$ cat src/rtl/maxpool_pkg.sv
// Shared definitions for the max-pool channel scheduler: state encoding and width helper.
package maxpool_pkg;

  localparam logic [2:0] ST_IDLE  = 3'd0;
  localparam logic [2:0] ST_ISSUE = 3'd1;
  localparam logic [2:0] ST_WAIT  = 3'd2;
  localparam logic [2:0] ST_WRITE = 3'd3;
  localparam logic [2:0] ST_DONE  = 3'd4;

  typedef enum logic [2:0] {
    IDLE  = ST_IDLE,
    ISSUE = ST_ISSUE,
    WAIT  = ST_WAIT,
    WRITE = ST_WRITE,
    DONE  = ST_DONE
  } state_e;

  // ceil(log2(n)) clamped to at least 1 so single-value fields still get a bit
  function automatic int clog2_min1(input int n);
    int w;
    w = 0;
    while ((1 << w) < n) w = w + 1;
    return (w < 1) ? 1 : w;
  endfunction

endpackage

$ cat src/rtl/maxpool_lat_counter.sv
// Down-counter covering the pooling unit's fixed latency; zero_o marks the final wait cycle.
module maxpool_lat_counter #(
  parameter int LW = 2
) (
  input  logic          clk,
  input  logic          reset,
  input  logic          load_i,
  input  logic [LW-1:0] load_val_i,
  input  logic          dec_i,
  output logic          zero_o
);

  logic [LW-1:0] cnt_q;
  logic [LW-1:0] cnt_d;

  always_comb begin
    cnt_d = cnt_q;
    if (load_i)
      cnt_d = load_val_i;
    else if (dec_i && (cnt_q != '0))
      cnt_d = cnt_q - 1'b1;
  end

  always_ff @(posedge clk or posedge reset) begin
    if (reset)
      cnt_q <= '0;
    else
      cnt_q <= cnt_d;
  end

  assign zero_o = (cnt_q == '0);

endmodule

$ cat src/rtl/maxpool_channel_scheduler.sv
// Walks one shared 2x2 max-pool unit over D depth channels: issue, wait latency, write slice.
module maxpool_channel_scheduler
  import maxpool_pkg::*;
#(
  parameter int D        = 6,
  parameter int POOL_LAT = 2,
  parameter int CW       = clog2_min1(D),
  parameter int LW       = clog2_min1(POOL_LAT + 1)
) (
  input  logic          clk,
  input  logic          reset,
  input  logic          start,
  input  logic          abort,
  output logic [CW-1:0] ch_sel,
  output logic          pool_en,
  output logic          wr_en,
  input  logic          wr_ready,
  output logic          busy,
  output logic          done
);

  localparam logic [CW-1:0] LAST_CH  = CW'(D - 1);
  localparam logic [LW-1:0] LAT_LOAD = (POOL_LAT > 0) ? LW'(POOL_LAT - 1) : '0;

  state_e        state_q;
  logic [CW-1:0] ch_q;
  logic          pool_en_q;
  logic          wr_en_q;
  logic          busy_q;
  logic          done_q;
  logic          cnt_zero;
  logic          cnt_load;
  logic          cnt_dec;

  assign cnt_load = (state_q == ISSUE);
  assign cnt_dec  = (state_q == WAIT) && !cnt_zero;

  maxpool_lat_counter #(.LW(LW)) u_lat_cnt (
    .clk        (clk),
    .reset      (reset),
    .load_i     (cnt_load),
    .load_val_i (LAT_LOAD),
    .dec_i      (cnt_dec),
    .zero_o     (cnt_zero)
  );

  // Outputs are registered alongside the state so they line up with the state they describe.
  always_ff @(posedge clk or posedge reset) begin
    if (reset) begin
      state_q   <= IDLE;
      ch_q      <= '0;
      pool_en_q <= 1'b0;
      wr_en_q   <= 1'b0;
      busy_q    <= 1'b0;
      done_q    <= 1'b0;
    end else begin
      pool_en_q <= 1'b0;
      done_q    <= 1'b0;
      if (abort && (state_q != IDLE)) begin
        state_q <= IDLE;
        ch_q    <= '0;
        wr_en_q <= 1'b0;
        busy_q  <= 1'b0;
      end else begin
        case (state_q)
          IDLE: begin
            if (start && !abort) begin
              state_q   <= ISSUE;
              ch_q      <= '0;
              pool_en_q <= 1'b1;
              busy_q    <= 1'b1;
            end
          end
          ISSUE: begin
            if (POOL_LAT > 0) begin
              state_q <= WAIT;
            end else begin
              state_q <= WRITE;
              wr_en_q <= 1'b1;
            end
          end
          WAIT: begin
            if (cnt_zero) begin
              state_q <= WRITE;
              wr_en_q <= 1'b1;
            end
          end
          WRITE: begin
            if (wr_ready) begin
              wr_en_q <= 1'b0;
              if (ch_q == LAST_CH) begin
                state_q <= DONE;
                busy_q  <= 1'b0;
                done_q  <= 1'b1;
              end else begin
                state_q   <= ISSUE;
                ch_q      <= ch_q + 1'b1;
                pool_en_q <= 1'b1;
              end
            end
          end
          DONE: begin
            state_q <= IDLE;
            ch_q    <= '0;
          end
          default: begin
            state_q <= IDLE;
            ch_q    <= '0;
            wr_en_q <= 1'b0;
            busy_q  <= 1'b0;
          end
        endcase
      end
    end
  end

  assign ch_sel  = ch_q;
  assign pool_en = pool_en_q;
  assign wr_en   = wr_en_q;
  assign busy    = busy_q;
  assign done    = done_q;

endmodule

$ cat config.mk
export PLATFORM = sky130hd
export DESIGN_NAME = maxpool_channel_scheduler
export DESIGN_NICKNAME = d
export VERILOG_FILES = /design/src/rtl/maxpool_pkg.sv /design/src/rtl/maxpool_lat_counter.sv /design/src/rtl/maxpool_channel_scheduler.sv
export SDC_FILE = /design/constraint.sdc
export NUM_CORES = 1
export LEC_CHECK = 0
export BUFFER_PORTS_ARGS = -buffer_cell sky130_fd_sc_hd__buf_2
export CAP_MARGIN = 20
export CORE_AREA = 2 2 39 41
export CTS_CLUSTER_DIAMETER = 100
export DETAILED_ROUTE_END_ITERATION = 7
export DIE_AREA = 0 0 41 43
export GPL_ROUTABILITY_DRIVEN = 0
export GPL_TIMING_DRIVEN = 0
export PLACE_DENSITY = 0.8
export REMOVE_ABC_BUFFERS = 1
export SLEW_MARGIN = 20
export SYNTH_ARGS = -nofsm -noshare
export SYNTH_HDL_FRONTEND = slang
export SYNTH_HIERARCHICAL = 1
export SYNTH_SLANG_ARGS = --single-unit
$ cat constraint.sdc
create_clock -name clk -period 2.51 [get_ports clk]
set_clock_uncertainty 0.05 [all_clocks]
set_input_delay 0.251 -clock clk [delete_from_list [all_inputs] [get_ports clk]]
set_output_delay 0.251 -clock clk [all_outputs]
set_load 0.01 [all_outputs]
# == After elaboration in Yosys (flattened, before gate mapping) ==
# Cells that the tools add are included.
# totals
ff_bits,12
input_bits,5
output_inout_bits,7
elab_cells,71
# classes
addsub,2
eq_ne,13
mux,31
n_reduce_logical,18
# op_table
op,n
$mux W3,9
$mux W1,15
$ne A3 B3 Y1 const B,4
$pmux W3 S4,1
$pmux W3 S3,1
$reduce_and A4 Y1,2
$eq A3 B2 Y1 const B,2
$eq A3 B3 Y1 const B,2
$ne A2 B1 Y1 const B,3
$pmux W1 S3,2
$reduce_and A3 Y1,2
$reduce_or A3 Y1,2
$logic_and A1 B1 Y1,4
$mux W2,2
$reduce_bool A2 Y1,2
$add A3 B1 Y3 const B,1
$eq A3 B1 Y1 const B,1
$logic_not A3 Y1,1
$ne A3 B2 Y1 const B,1
$reduce_bool A3 Y1,1
$logic_not A1 Y1,2
$logic_not A2 Y1,1
$pmux W1 S2,1
$reduce_or A2 Y1,1
$sub A2 B1 Y2 const B,1

# == Depth between registers and ports, before layout ==
# Gate-level depths: netlist (run 1).
# depth
ltp_word,6
mapped_depth,6
mapped_depth_nobuf,6

# == By module ==
# Netlist (run 1), hierarchy kept.
# by_module_without_submodules
module,instances,cells_each,area_each_um2,seq_area_each_um2
maxpool_channel_scheduler,1,64,596.8,250.2
maxpool_lat_counter,1,13,135.1,50.0

# == Worst setup path before layout (run 1) ==
# No wires, ideal clock.
# synth_timing
path_kind,reg2reg
start,register state_q[2]
end,register u_lat_cnt.cnt_q[0]
setup_time_ns,0.126
arrival_ns,1.449
required_ns,2.334
path_slack_ns,0.885
stages_incl_launch_ff,5
path_buffers,1
period_less_slack_ns,1.625
cell_sequence,dfrtp_1 buf_2 nor3_1 and2b_4 a221o_1
# synth_via
elab_cells_between_ends,6
classes_between,eq/ne: 2; mux: 1; reduce/logical: 3
# synth_rtl
item,line_no,source
from (decl),maxpool_channel_scheduler.sv:25,state_e state_q;
from (signal assigned),maxpool_channel_scheduler.sv:50,state_q <= IDLE;
from (signal assigned),maxpool_channel_scheduler.sv:60,state_q <= IDLE;
from (signal assigned),maxpool_channel_scheduler.sv:68,state_q <= ISSUE;
$eq A3 B1 Y1 *,maxpool_channel_scheduler.sv:35,assign cnt_load = (state_q == ISSUE);
net cnt_load,maxpool_channel_scheduler.sv:32,logic cnt_load;
$mux W2 / $reduce_bool A2 Y1 (equally long branches),n/a,
to (signal assigned),maxpool_lat_counter.sv:28,cnt_q <= cnt_d;
to (decl),maxpool_lat_counter.sv:13,logic [LW-1:0] cnt_q;
# Mark *: on every way through the listed nets, which the timed path passes. The rest lies on a longest branch.
# A chain may end at the register's enable or synchronous reset.

# == Worst setup path in the final report (run 1) ==
# layout_timing
start,register state_q[0]
end,register u_lat_cnt.cnt_q[1]
# The elaborated chain is that of the path after synthesis.

==> results of run 1 <==
## flip-flops by register name, indices dropped and copies added, names as in the netlist
register / count
ch_sel: 3
state_q: 3
u_lat_cnt/cnt_q: 2
busy: 1
done: 1
pool_en: 1
wr_en: 1
## report_power, final
group	internal (uW)	leakage, uW	switching (uW)
clock	88.5	0.0000210	72.6
combinational	173	0.000228	175
sequential	249	0.000157	69.8
## worst reg2reg max path, delay by kind of cell (launching register included)
family / cells / cell delay, ps
buffers and inverters: 1 / 100
DFF: 1 / 580
AOI/OAI and AO/OA: 1 / 310
and+or+nand+nor: 2 / 730
## per-stage QoR
stage,worst slack (ps),hold slack [ps],total power (uW)
floorplan,850,-57.8,579
global placement,688,59.3,657
detailed placement,629,67.9,668
CTS,627,170,829
global route,447,154,902
finish,621,167,828
## metal layers
layer,GRT usage (%),vias to the layer above
met3,9.42,3
li1,-,299
met4,10.0,0
met1,25.5,289
met5,0,-
met2,30.6,16
## area by class of cell
type	instances	area, sq um	share of cell area (%)
tap	16	20.0	2.40
clock buffer	4	36.3	4.34
timing repair buffer	12	65.1	7.78
multi-input combinational	56	392	46.9
sequential	12	300	35.9
inverter	6	22.5	2.69
## logic make-up after synthesis
group | count (synthesis) | share of synthesized area (%)
AND/OR/NAND/NOR | 30 | 24.1
AO/OA/AOI/OAI | 19 | 20.2
flip-flops | 12 | 41.0
buffers and inverters | 9 | 5.47
adder cells (fa/ha/maj) | 3 | 5.13
multiplexers | 2 | 3.08
other | 2 | 1.03
## synth_stat cells (2+ instances only)
library cell	n	area, sq um
dfrtp_1	12	300
nand2_1	7	26.3
nor2_1	7	26.3
inv_1	6	22.5
a21oi_1	3	15.0
a221o_1	3	30.0
ha_1	3	37.5
nor4b_1	3	26.3
a41oi_1	2	17.5
and3_1	2	12.5
buf_2	2	10.0
conb_1	2	7.51
mux2_1	2	22.5
o21bai_1	2	15.0
## path summary, 6_finish.rpt
path                       slack, ps                        endpoint  depth (start not counted)                   start
setup / recovery                 620  u_lat_cnt/cnt_q[1]$_DFFE_PP0P_                          4  state_q[0]$_DFFE_PP0P_
hold / removal                   170          state_q[1]$_DFFE_PP0P_                          2                wr_ready
setup reg to reg                 620  u_lat_cnt/cnt_q[1]$_DFFE_PP0P_                          4  state_q[0]$_DFFE_PP0P_
hold reg to reg                  460                busy$_DFFE_PP0P_                          1        busy$_DFFE_PP0P_
max in group asynchronous       1640               pool_en$_DFF_PP0_                          3                   reset
min in group asynchronous        340  u_lat_cnt/cnt_q[0]$_DFFE_PP0P_                          3                   reset
==> out/qor.csv, run 1 <==
metric;value;unit
Worst slew margin;63.1;%
FFs w/ async S/R, synth;100;%
WS Path Type;flop to flop;
Pleak;0.000405;uW
Worst-path clk slew;80;ps
largest net degree at the start of global routing;14;
count of synthesis-stage warnings from yosys;6;
hpwl dp;985;microns
Most used DFF post-synth;dfrtp_1;
initial DRC count;15;
PortBufs;11;
Setup-failing EPs final;0;
met3 wire length;64;microns
Yosys reg bits;12;
syn avg cell area;9.51;sq um
Tightest Pin Transition;550;ps
design area;836;sq um
final wirelength;1.41;mm
Worst Path Required;2640;ps
commonest non-fill, non-tap cell in the layout;dfrtp_1;
worst path cell trace;inv_1, nor3_1, and2b_1, a221o_1;
number of setup buffers added after CTS;0;
kind of cell adding the most delay to the critical path;simple AND/OR/NAND/NOR gates;
Hold Fails Final Rpt;0;
antenna cells;0;
Root Driver;clkbuf_4;
synth-to-layout area growth;14.2;%
first-pass GRT wire length;2.42;mm
Final min period;1890;ps
post-layout util;60.4;%
TritonCTS clock tree;yes;
Post-Synthesis Cells;77;
DRT Pass-1 Iters;4;
area of the die;1760;sq um
die width;41;microns
clk buf depth;2;
routed vias/inst;5.73;
total congestion overflow;0;
setup_tns;0;ps
Global Route Usage Sum;21.0;%
Max Cap Viol;0;
Worst setup EP type;flop;
Filler Cell Count;120;
Max Freq;0.530;GHz
wire per inst;13.3;microns
commonest non-fill, non-tap cells in the layout;dfrtp_1 (12), buf_2 (11), nor2_1 (7), nand2_1 (7), inv_1 (6);
placed insts;101;
worst path buffer plus inverter count;1;
Post-CTS Hold Buffers;1;
DR WL met2;705;microns
Largest stage delay, worst path;580;ps
uppermost layer routed;met4;
Arrival @ worst endpoint;2020;ps
crit share post-route;75.2;%
outcome;finished clean;
H-tree depth;1;
non-filler instance count after layout;106;
post-route DRC violation count;0;
Initial Util;52.9;%
Distinct cells, synth;35;
die height;43;microns
Pins Over Slew Limit;0;
wire length on met1;619;microns
sequential area share after synthesis;41.0;%
I/O pins;12;
Site Rows;14;
vias in the first global route;555;
proportion of layout cells with a drive suffix above 1;21.1;%
Core ar.;1380;sq um
initial antenna violation count;0;
CTS buffer count;3;
clk sinks;12;
largest fanout on the critical path;13;
fin nets;99;
RSZ-0062 raised after global routing;no;
Worst setup SP type;flop;
highest-delay cell along the critical path;dfrtp_1;
Cell Area, Synth;732;sq um
Post-synth EDFFs;0;
Max VDD drop;0.000492;V
via count;607;
worst skew pair latency;290;ps
remaining antenna violation count;0;
Power Dens Cells;991;nW/um^2
Cell Area, Placed;790;sq um
Hold Path Class;input pin to flop;
post-cts resize count;0;
(Power assumes the default switching activity.)
==> run 2: changes to the inputs <==
- CORE_AREA: 2 2 39 41 -> unset
- CORE_MARGIN: unset -> 2
- CORE_UTILIZATION: unset -> 53
- DIE_AREA: 0 0 41 43 -> unset
- PLACE_DENSITY: 0.8 -> 0.78
- clock period: 2.51 -> 1.9 ns (I/O delays scaled with it)
==> run 2 against run 1 <==
Against the previous run: worst hold slack got worse by 74 ps; first-iteration DRC count fell by 6.7%; sequential power rose by 33%; count of clock-buffer cells in the layout did not move; non-clock buffer count did not move; total power rose by 34%; clock power rose by 28%; final cell count fell by 0.94%; via count rose by 0.49%; worst setup slack got worse by 490 ps; die area fell by 3.9%; critical endpoint is now ch_sel[1]$_DFFE_PP0P_; largest power group unchanged.
==> out/qor.csv, run 2 (synthesis gave the netlist of run 1 again) <==
metric;value;unit
outcome;finished clean;
commonest non-fill, non-tap cell in the layout;buf_2;
die height;41.2;microns
TritonCTS clock tree;yes;
Initial Util;56.3;%
stages on the worst setup path;4;
Cell Area, Placed;788;sq um
Site Rows;13;
Core ar.;1300;sq um
initial DRC count;14;
crit share post-route;93.0;%
Max Freq;0.566;GHz
initial antenna violation count;0;
Largest stage delay, worst path;490;ps
vias in the first global route;588;
Worst-path clk slew;80;ps
wire per inst;13.7;microns
non-filler instance count after layout;105;
placed insts;100;
number of setup buffers added after CTS;0;
first-pass GRT wire length;2.50;mm
Root Driver;clkbuf_4;
Arrival @ worst endpoint;1880;ps
die width;41.2;microns
WHS;92.8;ps
R2R Setup Slk;130;ps
Global Route Usage Sum;24.0;%
CP endpoint;ch_sel[1]$_DFFE_PP0P_;
via count;610;
highest-delay cell along the critical path;dfrtp_2;
setup_tns;0;ps
H-tree depth;1;
commonest non-fill, non-tap cells in the layout;buf_2 (11), dfrtp_1 (10), nor2_1 (7), nand2_1 (7), inv_1 (6);
Worst setup EP type;flop;
Critical Path Start;state_q[1]$_DFFE_PP0P_;
routed vias/inst;5.81;
clk buf depth;2;
post-layout util;65.2;%
RSZ-0062 raised after global routing;no;
worst skew pair latency;280;ps
WS Path Type;flop to flop;
Max Cap Viol;0;
largest net degree at the start of global routing;14;
kind of cell adding the most delay to the critical path;flip-flops;
CTS buffer count;3;
hold depth;2;
I/O pins;12;
post-route DRC violation count;0;
worst path buffer plus inverter count;0;
proportion of layout cells with a drive suffix above 1;25.6;%
PortBufs;11;
fin nets;99;
Worst setup SP type;flop;
hpwl dp;1.07;mm
DRT Pass-1 Iters;3;
synth-to-layout area growth;15.9;%
reg2reg start;state_q[1]$_DFFE_PP0P_;
Final min period;1770;ps
Power Dens Cells;1310;nW/um^2
reg2reg path depth;4;
clk sinks;12;
antenna cells;0;
Setup-failing EPs final;0;
total congestion overflow;0;
Max VDD drop;0.000682;V
Hold Path Class;input pin to flop;
Worst Path Required;2010;ps
Hold Fails Final Rpt;0;
final wirelength;1.44;mm
worst reg2reg path endpoint;ch_sel[1]$_DFFE_PP0P_;
worst path cell trace;or2_1, o32a_1, o21ai_2, mux2_1;
design area;848;sq um
Pleak;0.000405;uW
remaining antenna violation count;0;
area of the die;1690;sq um
largest fanout on the critical path;12;
Pins Over Slew Limit;0;
run 2: cell counts in the layout (fill, tap and decap cells not counted):
Identical to the previous run, type by type.
run 2: area by class of cell:
type                    count  area, sq um
repair buffers             12         65.1
well taps                  15         18.8
inverters                   6         22.5
multi-input cells          56          403
flip-flops and latches     12          303
clock buffers               4         36.3
fillers                   107          453
run 2: stage by stage:
| stage | setup WS, ps | power [uW] |
|---|---|---|
| 2_1_floorplan | 240 | 764 |
| 3_3_place_gp | 55.5 | 867 |
| 3_5_place_dp | -27.2 | 895 |
| 4_1_cts | 85.4 | 1110 |
| 5_1_grt | 26.4 | 1220 |
| 6_report | 132 | 1110 |
run 2: per-layer routing:
metal | GRT usage, % | part of all wire [%] | vias to the layer above
met1 | 26.0 | 39 | 286
met2 | 39.1 | 53 | 14
met5 | 0 | 0 | -
met3 | 9.78 | 4.9 | 6
li1 | - | - | 304
met4 | 13.7 | 3.0 | 0
run 2: timing repair:
item,4_1_cts,5_1_grt
cloned,0,0
hold buffers,1,0
gates resized for setup,1,3
hold endpoints to repair,12,0
setup endpoints to repair,1,4
run 2: worst min path at each step:
stage	startpoint	to	slack, ps
3_5_place_dp	reset	u_lat_cnt/cnt_q[0]$_DFFE_PP0P_	1
6_report	wr_ready	state_q[1]$_DFFE_PP0P_	90
5_1_grt	wr_ready	state_q[1]$_DFFE_PP0P_	110
4_1_cts	wr_ready	state_q[1]$_DFFE_PP0P_	90
2_1_floorplan	reset	u_lat_cnt/cnt_q[0]$_DFFE_PP0P_	-120
3_3_place_gp	reset	u_lat_cnt/cnt_q[0]$_DFFE_PP0P_	-0.1
run 2: power breakdown:
group / total, uW / switching (uW) / internal [uW] / leakage [uW]
combinational: 482 / 245 / 237 / 0.000230
sequential: 425 / 91.0 / 333 / 0.000154
clock: 206 / 88.8 / 117 / 0.0000210
run 2: worst register-to-register path, delay by kind of cell (launching register included):
| kind | cells | cell delay [ps] |
|---|---|---|
| flip-flops | 1 | 490 |
| AO/OA/AOI/OAI | 2 | 460 |
| multiplexers | 1 | 340 |
| AND/OR/NAND/NOR | 1 | 310 |
==> run 3: changes to the inputs <==
- CORE_UTILIZATION: 53 -> 48
- PLACE_DENSITY: 0.78 -> 0.74
- clock period: 1.9 -> 1.5 ns (I/O delays scaled with it)
==> run 3 against run 2 <==
Against the previous run: the run now ends with negative setup slack left; clock power grew 30%; sequential share of layout area shrank 7.1 points; largest cell class unchanged; non-clock buffer count grew 18.
==> out/qor.csv, run 3 (synthesis gave the netlist of run 1 again) <==
metric;value;unit
outcome;finished, violations left;
failing checks;negative setup slack;
Root Driver;clkbuf_4;
clk buf depth;2;
synth-to-layout area growth;45.1;%
wire per inst;15.6;microns
Worst Path Required;1620;ps
Max VDD drop;0.00119;V
post-layout util;72.2;%
fin nets;117;
Pins Over Slew Limit;0;
Max Cap Viol;0;
remaining antenna violation count;0;
I/O pins;12;
routed vias/inst;5.73;
Core ar.;1470;sq um
Worst setup SP type;flop;
kind of cell adding the most delay to the critical path;flip-flops;
crit share post-route;107;%
DRT Pass-1 Iters;4;
die width;43.1;microns
Largest stage delay, worst path;420;ps
first-pass GRT wire length;3.02;mm
Hold Fails Final Rpt;0;
PortBufs;11;
proportion of layout cells with a drive suffix above 1;47.2;%
Worst-path clk slew;80;ps
initial DRC count;21;
worst path cell trace;ha_4, and2_4, o211ai_1, o21ai_2, mux2_4;
Power Dens Cells;1720;nW/um^2
total congestion overflow;0;
Setup-failing EPs final;4;
die height;43.1;microns
Worst setup EP type;flop;
post-route setup slack;-108;ps
worst path buffer plus inverter count;0;
area of the die;1850;sq um
H-tree depth;1;
final wirelength;1.93;mm
commonest non-fill, non-tap cells in the layout;buf_4 (16), buf_2 (11), dfrtp_1 (9), nand2_1 (7), nor2_1 (6);
clk sinks;12;
total power;1830;uW
RSZ-0062 raised after global routing;yes;
TritonCTS clock tree;yes;
Site Rows;14;
vias in the first global route;668;
worst skew pair latency;280;ps
largest fanout on the critical path;3;
Final min period;1610;ps
Pleak;0.000510;uW
via count;711;
initial antenna violation count;0;
Filler Cell Count;111;
antenna cells;0;
commonest non-fill, non-tap cell in the layout;buf_4;
WS Path Type;flop to flop;
Hold Path Class;input pin to flop;
hpwl dp;1.01;mm
Max Freq;0.622;GHz
largest net degree at the start of global routing;11;
Initial Util;49.7;%
highest-delay cell along the critical path;dfrtp_1;
Global Route Usage Sum;22.0;%
Arrival @ worst endpoint;1730;ps
post-route DRC violation count;0;
CTS buffer count;3;
[run 3: cell types whose count changed in the layout (fill, tap and decap cells not counted), moves of 2 or more]
cell    change
ha_1        -2
buf_6       +2
ha_4        +2
mux2_4      +2
mux2_1      -2
buf_4      +16
[run 3: routing by layer]
metal | global-route usage (%) | part of all wire (%) | up-vias
met2 | 38.8 | 51 | 24
met3 | 2.98 | 4.5 | 4
li1 | - | - | 343
met4 | 9.70 | 1.5 | 0
met5 | 0 | 0 | -
met1 | 26.4 | 43 | 340
[run 3: metrics by stage]
stage	TNS [ps]	instance area, sq um	hold WS [ps]	setup WS [ps]	std cells
4_1_cts	-263	1010	62.8	-108	119
2_1_floorplan	-597	714	-159	-160	74
6_report	-256	1060	103	-108	124
5_1_grt	-524	1060	104	-146	124
3_3_place_gp	-1670	790	-42.0	-379	101
3_5_place_dp	-1720	790	-32.1	-380	101
[run 3: final timing paths]
| path | from | slack [ps] | to | depth (start not counted) |
|---|---|---|---|---|
| worst max-delay path | ch_sel[0]$_DFFE_PP0P_ | -110 | ch_sel[1]$_DFFE_PP0P_ | 5 |
| worst min-delay path | wr_ready | 100 | state_q[0]$_DFFE_PP0P_ | 2 |
| worst max register to register | ch_sel[0]$_DFFE_PP0P_ | -110 | ch_sel[1]$_DFFE_PP0P_ | 5 |
| worst min register to register | busy$_DFFE_PP0P_ | 460 | busy$_DFFE_PP0P_ | 1 |
| max in group asynchronous | reset | 730 | state_q[0]$_DFFE_PP0P_ | 3 |
| min in group asynchronous | reset | 220 | u_lat_cnt/cnt_q[1]$_DFFE_PP0P_ | 3 |
[run 3: what timing repair did]
item                                   CTS  global route
endpoints found under the hold margin   12             0
pin swaps                                8             6
gates resized for setup                 17             4
hold buffers                             1             0
buffers inserted                        13             5
setup endpoints to repair                8             7
[run 3: cell type report]
class                      count  area, sq um  area share (%)
timing repair buffer          30          208            19.6
inverter                       6         22.5            2.12
multi-input combinational     56          472            44.4
sequential                    12          304            28.6
clock buffer                   4         36.3            3.42
tap                           16         20.0            1.88
[run 3: where the power goes]
| group | internal [uW] | switching [uW] | total [uW] |
|---|---|---|---|
| Sequential | 422 | 75.4 | 498 |
| Clock | 148 | 119 | 267 |
| Combinational | 574 | 489 | 1060 |
